`src/rtl/dmem_access_stage.sv`:
```
// MEM-stage data-memory access controller.
// Runs a req/ack handshake with a variable-latency data memory, freezes the
// upstream pipeline while an access is outstanding, flags misaligned
// accesses, and aborts an access that gets no ack within TIMEOUT cycles.
`timescale 1ns/1ps
module dmem_access_stage #(
    parameter int unsigned TIMEOUT  = 16,
    parameter logic [31:0] ERR_DATA = 32'hDEAD_BEEF
) (
    input  logic        clk_i,
    input  logic        rst_i,
    input  logic        memread_i,
    input  logic        memwrite_i,
    input  logic [31:0] addr_i,
    input  logic [31:0] wdata_i,
    output logic        mem_req_o,
    output logic        mem_we_o,
    output logic [31:0] mem_addr_o,
    output logic [31:0] mem_wdata_o,
    input  logic        mem_ack_i,
    input  logic [31:0] mem_rdata_i,
    output logic        stall_o,
    output logic [31:0] dmdata_o,
    output logic        misalign_o,
    output logic        timeout_o
);

    localparam logic [1:0] ST_IDLE   = 2'd0;
    localparam logic [1:0] ST_ACCESS = 2'd1;
    localparam logic [1:0] ST_DONE   = 2'd2;

    // Counter value of the last ACCESS cycle allowed before aborting.
    localparam logic [7:0] TMO_LAST = 8'(TIMEOUT - 1);

    logic [1:0]  state_q,    state_d;
    logic [7:0]  cnt_q,      cnt_d;
    logic        req_q,      req_d;
    logic        we_q,       we_d;
    logic [31:0] addr_q,     addr_d;
    logic [31:0] wdata_q,    wdata_d;
    logic [31:0] dmdata_q,   dmdata_d;
    logic        misalign_q, misalign_d;
    logic        timeout_q,  timeout_d;

    logic        has_req_s;
    logic        aligned_s;
    logic        is_read_s;

    // A request with both enables set is serviced as a write.
    assign has_req_s = memread_i | memwrite_i;
    assign aligned_s = (addr_i[1:0] == 2'b00);
    assign is_read_s = memread_i & ~memwrite_i;

    // Next-state and datapath update for the access FSM.
    always_comb begin
        state_d    = state_q;
        cnt_d      = cnt_q;
        req_d      = req_q;
        we_d       = we_q;
        addr_d     = addr_q;
        wdata_d    = wdata_q;
        dmdata_d   = dmdata_q;
        misalign_d = 1'b0;
        timeout_d  = timeout_q;
        case (state_q)
            ST_IDLE: begin
                if (has_req_s && aligned_s) begin
                    req_d   = 1'b1;
                    we_d    = memwrite_i;
                    addr_d  = {addr_i[31:2], 2'b00};
                    wdata_d = wdata_i;
                    cnt_d   = 8'd0;
                    state_d = ST_ACCESS;
                end else if (has_req_s) begin
                    // Misaligned: no memory traffic; a load returns zero.
                    misalign_d = 1'b1;
                    if (is_read_s) begin
                        dmdata_d = 32'd0;
                    end else begin
                        dmdata_d = dmdata_q;
                    end
                end else begin
                    state_d = ST_IDLE;
                end
            end
            ST_ACCESS: begin
                if (mem_ack_i) begin
                    req_d   = 1'b0;
                    state_d = ST_DONE;
                    if (!we_q) begin
                        dmdata_d = mem_rdata_i;
                    end else begin
                        dmdata_d = dmdata_q;
                    end
                end else if (cnt_q == TMO_LAST) begin
                    req_d     = 1'b0;
                    timeout_d = 1'b1;
                    state_d   = ST_DONE;
                    if (!we_q) begin
                        dmdata_d = ERR_DATA;
                    end else begin
                        dmdata_d = dmdata_q;
                    end
                end else begin
                    cnt_d = cnt_q + 8'd1;
                end
            end
            ST_DONE: begin
                // Requests seen here belong to the instruction just served.
                state_d = ST_IDLE;
            end
            default: begin
                state_d = ST_IDLE;
                req_d   = 1'b0;
            end
        endcase
    end

    // Pipeline freeze: while starting an aligned access and throughout ACCESS.
    always_comb begin
        stall_o = 1'b0;
        case (state_q)
            ST_IDLE:   stall_o = has_req_s & aligned_s;
            ST_ACCESS: stall_o = 1'b1;
            default:   stall_o = 1'b0;
        endcase
    end

    // State and output registers with asynchronous reset.
    always_ff @(posedge clk_i or posedge rst_i) begin
        if (rst_i) begin
            state_q    <= ST_IDLE;
            cnt_q      <= 8'd0;
            req_q      <= 1'b0;
            we_q       <= 1'b0;
            addr_q     <= 32'd0;
            wdata_q    <= 32'd0;
            dmdata_q   <= 32'd0;
            misalign_q <= 1'b0;
            timeout_q  <= 1'b0;
        end else begin
            state_q    <= state_d;
            cnt_q      <= cnt_d;
            req_q      <= req_d;
            we_q       <= we_d;
            addr_q     <= addr_d;
            wdata_q    <= wdata_d;
            dmdata_q   <= dmdata_d;
            misalign_q <= misalign_d;
            timeout_q  <= timeout_d;
        end
    end

    assign mem_req_o   = req_q;
    assign mem_we_o    = we_q;
    assign mem_addr_o  = addr_q;
    assign mem_wdata_o = wdata_q;
    assign dmdata_o    = dmdata_q;
    assign misalign_o  = misalign_q;
    assign timeout_o   = timeout_q;

endmodule

```
`config.mk`:
```
export PLATFORM = sky130hd
export DESIGN_NAME = dmem_access_stage
export DESIGN_NICKNAME = d
export VERILOG_FILES = /design/src/rtl/dmem_access_stage.sv
export SDC_FILE = /design/constraint.sdc
export NUM_CORES = 1
export LEC_CHECK = 0
export CAP_MARGIN = 20
export CORE_AREA = 2 2 125 97
export DETAILED_ROUTE_END_ITERATION = 16
export DIE_AREA = 0 0 127 99
export HOLD_SLACK_MARGIN = 0.06
export PLACE_DENSITY = 0.79
export SLEW_MARGIN = 15
export SYNTH_ARGS = -nofsm -noshare
export SYNTH_HDL_FRONTEND = slang
export SYNTH_SLANG_ARGS = --single-unit
```
`constraint.sdc`:
```
create_clock -name clk_i -period 4.87 [get_ports clk_i]
set_input_delay 0.974 -clock clk_i [delete_from_list [all_inputs] [get_ports clk_i]]
set_output_delay 0.974 -clock clk_i [all_outputs]
set_load 0.005 [all_outputs]
```
==> impl_metrics.json, run 1 <==
{
  "outcome": "finished, final reports clean",
  "ant_nets": 0,
  "grtUsageTotal_pct": 18.96,
  "vias_per_cell": 5.203,
  "grt_pass1_wl_um": 19080,
  "syn_area_per_cell_sq_um": 13.05,
  "cp_num_buf_inv": 2,
  "drive_gt1_share_pct": 19.50,
  "yosysWarnings": 0,
  "antenna_cells": 0,
  "cp-end-kind": "primary output",
  "max_freq_mhz": 289.1,
  "first_global_vias": 3836,
  "cts_tree": "done",
  "die_h_um": 99,
  "slew_headroom_pct": 36.15,
  "dpl-instance-area_sq_um": 6794,
  "preCtsSetupSlack_ps": 1411,
  "clockBufferDepth": 2,
  "layout_commonest_cell": "clkdlybuf4s50_1",
  "async_flop_share_pct": 100.0,
  "cts_resized": 0,
  "grt_max_degree": 65,
  "num-nets-final": 656,
  "synth_cells": 365,
  "drt_iter0_drc": 98,
  "drt-wirelength-per-cell_um": 16.94,
  "fin_setup_tns_ps": 0,
  "hold_viol_final": 0,
  "ios": 202,
  "initial_core_util_pct": 42.08,
  "worst_pin_slew_ps": 953.6,
  "utilization_pct": 63.29,
  "die_width_um": 127,
  "min_period_over_period_pct": 71.02,
  "cts_buffers": 9,
  "yosysUniqueCellTypes": 43,
  "max-vdd-ir-drop_uv": 283.5,
  "crit_chain": "clkdlybuf4s50_1 > or2_2 > a21oi_1 > nor2_1 > clkdlybuf4s50_1",
  "finClkSkew_ps": 11.81,
  "areaGrowthSynthToFinish_pct": 50.39,
  "clkLatencyLatePin_ps": 340,
  "max_stage_delay_ps": 500,
  "mostFrequentLayoutCells": "clkdlybuf4s50_1, dfrtp_1, mux2_2, inv_1, o22ai_1",
  "core_region_area_sq_um": 11320,
  "num_vias": 3658,
  "synthFlopType": "dfrtp_1",
  "crit_path_start_kind": "input pin",
  "synth_edf_count": 0,
  "routed_wirelength_um": 11910,
  "drt_first_pass_iters": 5,
  "crit_slowest_cell": "clkdlybuf4s50_1",
  "drv_slew": 0,
  "syn_area_sq_um": 4762,
  "cts_setup_buffers": 0,
  "period_minus_slack_ps": 3459,
  "clockRootBuffer": "clkbuf_16",
  "p_leak_nw": 2.929,
  "path_clk_slew_ps": 70,
  "grt_overflow": 0,
  "setup_viol": 0,
  "postCtsHoldBufs": 0,
  "cp_common_cell": "clkdlybuf4s50_1",
  "port_buffers": 199,
  "synth-seq-area-share_pct": 56.75,
  "power_density_nw_per_um2": 491.4,
  "arrival_ps": 2480,
  "dieArea_sq_um": 12570,
  "fin_cells": 703,
  "fin_ws_ps": 1411,
  "fill_cells": 881,
  "rsz0062_at_grt": "no",
  "rows": 34,
  "fin_area_sq_um": 7162,
  "cap_viol_max_count": 0,
  "dp_hpwl_um": 8420,
  "antenna_found_initial": 0,
  "ys_ff_latch": 108,
  "gp_congestion": 0.8216,
  "cts.sinks": 108,
  "cts_htree_levels": 3,
  "required_ps": 3900,
  "drc": 0,
  "worst-setup-path-type": "in -> out",
  "worstHoldPathType": "reg -> reg",
  "worstPathMaxFanout": 4,
  "place_inst": 686,
  "cp_top_family": "buffers and inverters"
}
==> worst register-to-register path: cells and delay by family (launching register included) <==
kind / cells / cell delay (ps)
buf+inv: 1 / 630
flops: 1 / 520
mux: 1 / 470
simple gates: 2 / 630
==> through the flow <==
stage          hold WS [ps]  total power [mW]
3_5_place_dp          451.9             2.693
3_3_place_gp          441.4             2.647
2_1_floorplan         451.0             1.896
5_1_grt               491.5             3.709
4_1_cts               467.6             3.553
6_report              460.2             3.519
==> final timing paths <==
path,slack (ps),startpoint,cells after the start,end
max in group asynchronous,3010,rst_i,3,mem_addr_o[8]$_DFFE_PP0P_
min in group asynchronous,990,rst_i,2,mem_wdata_o[8]$_DFFE_PP0P_
setup reg to reg,2510,state_q[0]$_DFFE_PP0P_,4,mem_wdata_o[11]$_DFFE_PP0P_
setup / recovery,1410,memwrite_i,5,stall_o
hold / removal,460,timeout_o$_DFFE_PP0P_,1,timeout_o$_DFFE_PP0P_
hold reg to reg,460,timeout_o$_DFFE_PP0P_,1,timeout_o$_DFFE_PP0P_
==> cells by family (layout without fill, tap and decap cells) <==
kind of cell | count (synthesis) | in the layout | share of synthesized area (%)
buffers and inverters | 55 | 248 | 5.991
AOI/OAI and AO/OA | 83 | 83 | 14.35
and+or+nand+nor | 48 | 48 | 6.411
other | 1 | 2 | 0.07875
muxes | 69 | 69 | 16.16
adders and majority gates | 1 | 1 | 0.2627
DFF | 108 | 108 | 56.75
==> sequential cells by signal (all words and copies together), names as in the netlist <==
| register | flops |
|---|---|
| dmdata_o | 32 |
| mem_we_o | 1 |
| misalign_o | 1 |
| cnt_q | 8 |
| mem_req_o | 1 |
| mem_addr_o | 30 |
| state_q | 2 |
| mem_wdata_o | 32 |
| timeout_o | 1 |
==> cells in the mapped netlist, types with 2 or more instances <==
cell,instances,area (sq um)
or4_1,2,15.01
inv_1,27,101.4
o22ai_1,24,150.1
mux2i_1,6,60.06
buf_2,9,45.04
nand2_1,20,75.07
o31ai_1,8,60.06
nand4bb_1,3,33.78
mux2_1,5,56.30
a21oi_1,3,15.01
buf_6,8,90.09
buf_4,2,15.01
nor2_1,3,11.26
nand4_1,2,12.51
o211ai_1,18,135.1
a211oi_2,19,237.7
clkbuf_1,7,26.28
or3_1,2,12.51
a211oi_1,5,37.54
and3_1,3,18.77
buf_1,2,7.510
mux2_2,58,653.1
dfrtp_1,108,2703
nor3b_2,2,25.02
==> routing by layer <==
layer | part of all wire, % | GRT usage (%) | vias to the layer above
met1 | 42 | 23.49 | 1817
met2 | 50 | 32.55 | 125
li1 | - | - | 1703
met4 | 1.1 | 4.311 | 0
met3 | 6.8 | 6.189 | 13
met5 | 0 | 0 | -
==> area by class of cell <==
cell class | instances | area [sq um] | share of cell area [%]
multi-input combinational | 203 | 1784 | 24.91
inverter | 27 | 103.9 | 1.450
tap | 144 | 180.2 | 2.516
clock buffer | 10 | 239.0 | 3.337
clock inverter | 6 | 111.4 | 1.555
timing repair buffer | 205 | 2041 | 28.49
sequential | 108 | 2703 | 37.74
==> report_power, final <==
group | total (mW) | internal, mW | switching [mW]
Sequential | 1.40 | 1.20 | 0.205
Combinational | 1.27 | 0.840 | 0.433
Clock | 0.842 | 0.517 | 0.325
Note: power is estimated with default switching activity, not from simulation.
==> inputs of run 2 (changes only) <==
--- a/config.mk
+++ b/config.mk
@@ -6,11 +6,11 @@
 export NUM_CORES = 1
 export LEC_CHECK = 0
 export CAP_MARGIN = 20
-export CORE_AREA = 2 2 125 97
+export CORE_AREA = 2 2 131 101
 export DETAILED_ROUTE_END_ITERATION = 16
-export DIE_AREA = 0 0 127 99
+export DIE_AREA = 0 0 133 103
 export HOLD_SLACK_MARGIN = 0.06
-export PLACE_DENSITY = 0.79
+export PLACE_DENSITY = 0.76
 export SLEW_MARGIN = 15
 export SYNTH_ARGS = -nofsm -noshare
 export SYNTH_HDL_FRONTEND = slang
==> constraint.sdc (replaced) <==
create_clock -name clk_i -period 3 [get_ports clk_i]
set_input_delay 0.6 -clock clk_i [delete_from_list [all_inputs] [get_ports clk_i]]
set_output_delay 0.6 -clock clk_i [all_outputs]
set_load 0.005 [all_outputs]
==> run 2 against run 1 <==
Compared with the run above:
- critical path type unchanged
- critical endpoint unchanged
- sequential power increased by 63%
- sequential share of layout area decreased by 0.27 points
- utilization decreased by 5.9 points
- worst setup slack got worse by 1100 ps
- final cell count increased by 4.1%
==> impl_metrics.json, run 2 (same netlist as run 1, synthesis figures left out) <==
{
  "finClkSkew_ps": 6.328,
  "cts_resized": 0,
  "outcome": "finished, final reports clean",
  "worst-setup-path-type": "in -> out",
  "cts_tree": "done",
  "drc": 0,
  "rows": 36,
  "path_clk_slew_ps": 70,
  "die_h_um": 103,
  "r2r.worst_path.cells": 3,
  "postCtsHoldBufs": 0,
  "cts_buffers": 9,
  "rsz0062_at_grt": "no",
  "dieArea_sq_um": 13700,
  "die_width_um": 133,
  "grtUsageTotal_pct": 17.31,
  "drt-wirelength-per-cell_um": 16.20,
  "ff_latch_area_sq_um": 2703,
  "cp-end-kind": "primary output",
  "cp_top_family": "buffers and inverters",
  "rr_startpoint": "cnt_q[4]$_DFFE_PP0P_",
  "crit_chain": "clkdlybuf4s50_1 > or2_2 > a21oi_1 > nor2_1 > clkdlybuf4s50_1",
  "num-nets-final": 658,
  "rrSetupSlack_ps": 900,
  "whs_ps": 465.5,
  "max-vdd-ir-drop_uv": 352.0,
  "cts_setup_buffers": 0,
  "grt_pass1_wl_um": 18910,
  "setup.worst_path.start": "memwrite_i",
  "worstPathMaxFanout": 4,
  "grt_overflow": 0,
  "drive_gt1_share_pct": 19.61,
  "crit_slowest_cell": "clkdlybuf4s50_1",
  "clockRootBuffer": "clkbuf_16",
  "ios": 202,
  "drt_first_pass_iters": 4,
  "num_vias": 3674,
  "areaGrowthSynthToFinish_pct": 51.47,
  "cts.sinks": 108,
  "initial_core_util_pct": 37.89,
  "max_stage_delay_ps": 500,
  "holdPathEnd": "timeout_o$_DFFE_PP0P_",
  "layout_commonest_cell": "clkdlybuf4s50_1",
  "power_density_nw_per_um2": 777.6,
  "fill_cells": 985,
  "antenna_found_initial": 0,
  "worstHoldStart": "timeout_o$_DFFE_PP0P_",
  "port_buffers": 199,
  "cap_viol_max_count": 0,
  "first_global_vias": 3681,
  "drv_slew": 0,
  "utilization_pct": 57.40,
  "worstHoldPathType": "reg -> reg",
  "clkLatencyLatePin_ps": 340,
  "r2r-end": "dmdata_o[30]$_DFFE_PP0P_",
  "period_minus_slack_ps": 2688,
  "hold_viol_final": 0,
  "worst_pin_slew_ps": 672.9,
  "whs_path_depth": 1,
  "cp_num_buf_inv": 2,
  "antenna_cells": 0,
  "cp_common_cell": "clkdlybuf4s50_1",
  "dp_hpwl_um": 8254,
  "slew_headroom_pct": 55.14,
  "vias_per_cell": 5.019,
  "required_ps": 2400,
  "gp_congestion": 0.7881,
  "routed_wirelength_um": 11860,
  "cts_htree_levels": 3,
  "core_region_area_sq_um": 12570,
  "fin_setup_tns_ps": 0,
  "clockBufferDepth": 2,
  "max_freq_mhz": 372.0,
  "p_leak_nw": 2.937,
  "setup_viol": 0,
  "multi_input_area_sq_um": 1778,
  "grt_max_degree": 109,
  "drt_iter0_drc": 140,
  "crit_path_start_kind": "input pin",
  "ant_nets": 0,
  "arrival_ps": 2090,
  "mostFrequentLayoutCells": "clkdlybuf4s50_1, dfrtp_1, mux2_2, inv_1, o22ai_1",
  "min_period_over_period_pct": 89.62
}
[run 2: cell types whose count changed in the layout (fill, tap and decap cells not counted)]
cell	previous run	this run
inv_4	1	0
buf_6	1	0
buf_12	0	3
bufinv_16	3	2
nor4bb_1	0	1
nor4bb_2	1	0
clkbuf_8	1	0
inv_6	0	1
clkinv_2	1	2
inv_8	0	1
[run 2: through the flow]
stage / setup WS (ps) / power, mW / cells / area, sq um
floorplan: 970.6 / 3.078 / 366 / 4770
global placement: 319.7 / 4.304 / 716 / 6889
detailed placement: 294.7 / 4.383 / 716 / 6889
CTS: 294.8 / 5.695 / 732 / 7213
global route: 237.3 / 5.948 / 732 / 7213
finish: 311.5 / 5.609 / 732 / 7213
[run 2: where the power goes]
part           internal (mW)  leakage (nW)  switching (mW)
clock                  0.739         0.162           0.527
combinational           1.37          1.45           0.691
sequential              1.95          1.33           0.334
total                   4.06          2.94            1.55
[run 2: how the worst max path moves through the flow]
stage	cells after the start	to
finish	5	stall_o
global route	5	stall_o
CTS	5	stall_o
detailed placement	5	stall_o
global placement	5	stall_o
floorplan	5	mem_addr_o[12]$_DFFE_PP0P_
[run 2: area by class of cell]
| class | count | area share (%) |
|---|---|---|
| sequential | 108 | 37.47 |
| tap | 171 | 2.966 |
| clock inverter | 7 | 1.370 |
| timing repair buffer | 207 | 28.97 |
| inverter | 27 | 1.457 |
| clock buffer | 9 | 3.122 |
| multi-input combinational | 203 | 24.65 |
[run 2: routing by layer]
metal | global-route usage [%] | up-vias | share of wire, %
met5 | 0 | - | 0
li1 | - | 1716 | -
met1 | 23.00 | 1809 | 44
met2 | 28.30 | 138 | 49
met4 | 4.549 | 0 | 0.98
met3 | 4.867 | 11 | 6.6
==> inputs of run 3 (changes only) <==
--- a/config.mk
+++ b/config.mk
@@ -6,11 +6,12 @@
 export NUM_CORES = 1
 export LEC_CHECK = 0
 export CAP_MARGIN = 20
-export CORE_AREA = 2 2 131 101
+export CORE_AREA = 2 2 125 97
 export DETAILED_ROUTE_END_ITERATION = 16
-export DIE_AREA = 0 0 133 103
+export DIE_AREA = 0 0 127 99
+export GPL_TIMING_DRIVEN = 0
 export HOLD_SLACK_MARGIN = 0.06
-export PLACE_DENSITY = 0.76
+export PLACE_DENSITY = 0.79
 export SLEW_MARGIN = 15
 export SYNTH_ARGS = -nofsm -noshare
 export SYNTH_HDL_FRONTEND = slang
==> constraint.sdc (replaced) <==
create_clock -name clk_i -period 2.7 [get_ports clk_i]
set_input_delay 0.54 -clock clk_i [delete_from_list [all_inputs] [get_ports clk_i]]
set_output_delay 0.54 -clock clk_i [all_outputs]
set_load 0.005 [all_outputs]
==> run 3 against run 2 <==
Compared with the run above:
- worst setup slack lost 190 ps
- routed wire length grew 9.1%
- clock power up 13%
- combinational power is 15% higher
- final cell count is 0.55% lower
- sequential share of layout area fell by 0.60 points
- die area is 8.2% lower
- critical path depth is the same
- design area increased by 1.6%
- critical endpoint unchanged
- largest power group unchanged
==> impl_metrics.json, run 3 (same netlist as run 1, synthesis figures left out) <==
{
  "power_frac_clock_pct": 22.7,
  "clockBufferDepth": 2,
  "cts_tree": "done",
  "cts_buffers": 9,
  "finClkSkew_ps": 7.961,
  "p_leak_nw": 3.019,
  "cap_viol_max_count": 0,
  "swShare_pct": 28.12,
  "cts_resized": 0,
  "gp_congestion": 0.8191,
  "dieArea_sq_um": 12570,
  "required_ps": 2160,
  "die_h_um": 99,
  "whs_ps": 470.3,
  "ios": 202,
  "grt_overflow": 0,
  "hold_viol_final": 0,
  "setup_viol": 0,
  "clkLatencyLatePin_ps": 340,
  "ant_nets": 0,
  "arrival_ps": 2040,
  "core_region_area_sq_um": 11320,
  "worst_pin_slew_ps": 601.6,
  "grt_max_degree": 37,
  "crit_path_start_kind": "input pin",
  "mostFrequentLayoutCells": "clkdlybuf4s50_1, dfrtp_1, mux2_2, inv_1, o22ai_1",
  "worst-setup-path-type": "in -> out",
  "max-vdd-ir-drop_uv": 488.5,
  "period_minus_slack_ps": 2580,
  "antenna_cells": 0,
  "vias_per_cell": 5.150,
  "num_vias": 3749,
  "fill_cells": 869,
  "die_width_um": 127,
  "cts.sinks": 108,
  "worstPathMaxFanout": 4,
  "dp_hpwl_um": 9886,
  "rsz0062_at_grt": "no",
  "drt-wirelength-per-cell_um": 17.76,
  "path_clk_slew_ps": 70,
  "grt_pass1_wl_um": 20760,
  "drc": 0,
  "grtUsageTotal_pct": 21.00,
  "first_global_vias": 4123,
  "areaGrowthSynthToFinish_pct": 53.94,
  "cts_htree_levels": 3,
  "port_buffers": 199,
  "routed_wirelength_um": 12930,
  "slew_headroom_pct": 59.76,
  "ff_latch_area_sq_um": 2703,
  "drt_iter0_drc": 125,
  "cp-end-kind": "primary output",
  "num-nets-final": 681,
  "max_freq_mhz": 387.6,
  "worstHoldPathType": "reg -> reg",
  "drt_first_pass_iters": 4,
  "multi_input_area_sq_um": 1780,
  "outcome": "finished, final reports clean",
  "cts_setup_buffers": 0,
  "layout_commonest_cell": "clkdlybuf4s50_1",
  "p_int_mw": 4.552,
  "power_density_nw_per_um2": 863.9,
  "antenna_found_initial": 0,
  "drive_gt1_share_pct": 21.23,
  "clockRootBuffer": "clkbuf_16",
  "initial_core_util_pct": 42.08,
  "postCtsHoldBufs": 0,
  "drv_slew": 0,
  "rows": 34,
  "fin_setup_tns_ps": 0,
  "min_period_over_period_pct": 95.56,
  "power.switching_mw": 1.781,
  "comb_power_share_pct": 37.3,
  "power_frac_seq_pct": 40.0
}
run 3: cell count changes in the layout (fill, tap and decap cells not counted):
cell,previous run,this run
buf_2,0,9
buf_6,0,8
clkbuf_1,0,8
buf_4,5,2
buf_1,0,2
clkinv_2,2,0
clkinvlp_4,1,3
clkbuf_8,0,1
clkinv_4,1,0
inv_8,1,0
nor2_1,3,2
nor2_2,1,2
run 3: cell type report:
cell class                 instances  area share [%]
tap                              144           2.458
multi-input combinational        203           24.29
clock inverter                     5           1.144
sequential                       108           36.87
clock buffer                      11           3.311
buffer                            28           2.509
inverter                          27           1.434
timing repair buffer             202           27.99
run 3: worst paths after layout:
kind / cells past startpoint / slack [ps] / start / to
max: 5 / 120 / addr_i[1] / stall_o
min: 1 / 470 / timeout_o$_DFFE_PP0P_ / timeout_o$_DFFE_PP0P_
max reg2reg: 5 / 660 / state_q[0]$_DFFE_PP0P_ / dmdata_o[5]$_DFFE_PP0P_
min reg2reg: 1 / 470 / timeout_o$_DFFE_PP0P_ / timeout_o$_DFFE_PP0P_
max in group asynchronous: 4 / 1350 / rst_i / dmdata_o[22]$_DFFE_PP0P_
min in group asynchronous: 2 / 590 / rst_i / mem_addr_o[27]$_DFFE_PP0P_
run 3: power groups by stage:
stage | Clock (mW) | Combinational [mW] | Sequential (mW)
6_report | 1.44 | 2.36 | 2.53
5_1_grt | 1.54 | 2.54 | 2.60
4_1_cts | 1.47 | 2.39 | 2.53
3_5_place_dp | 0 | 2.38 | 2.55
3_3_place_gp | 0 | 2.31 | 2.52
2_1_floorplan | 0 | 0.873 | 2.55
run 3: layer usage:
layer | vias to the layer above | GRT usage, % | wire length [um]
met2 | 116 | 36.97 | 6661
met1 | 1862 | 24.10 | 5166
met3 | 24 | 6.623 | 769
met5 | - | 0 | 0
li1 | 1747 | - | -
met4 | 0 | 7.777 | 335
run 3: through the flow:
step	area, sq um	worst slack (ps)	instances	utilization [%]	power (mW)
floorplan	4770	730.6	366	-	3.420
detailed placement	7002	28.26	712	61.88	4.932
finish	7331	119.9	728	64.78	6.333
global route	7331	63.37	728	64.78	6.681
global placement	6942	-174.5	709	61.34	4.822
CTS	7328	16.02	728	64.76	6.397
run 3: worst max-delay path, stage by stage:
cell and delay [ps]:
clkdlybuf4s50_1 440, nor2_2 280, a21oi_1 110, nor2_1 140, clkdlybuf4s50_1 520
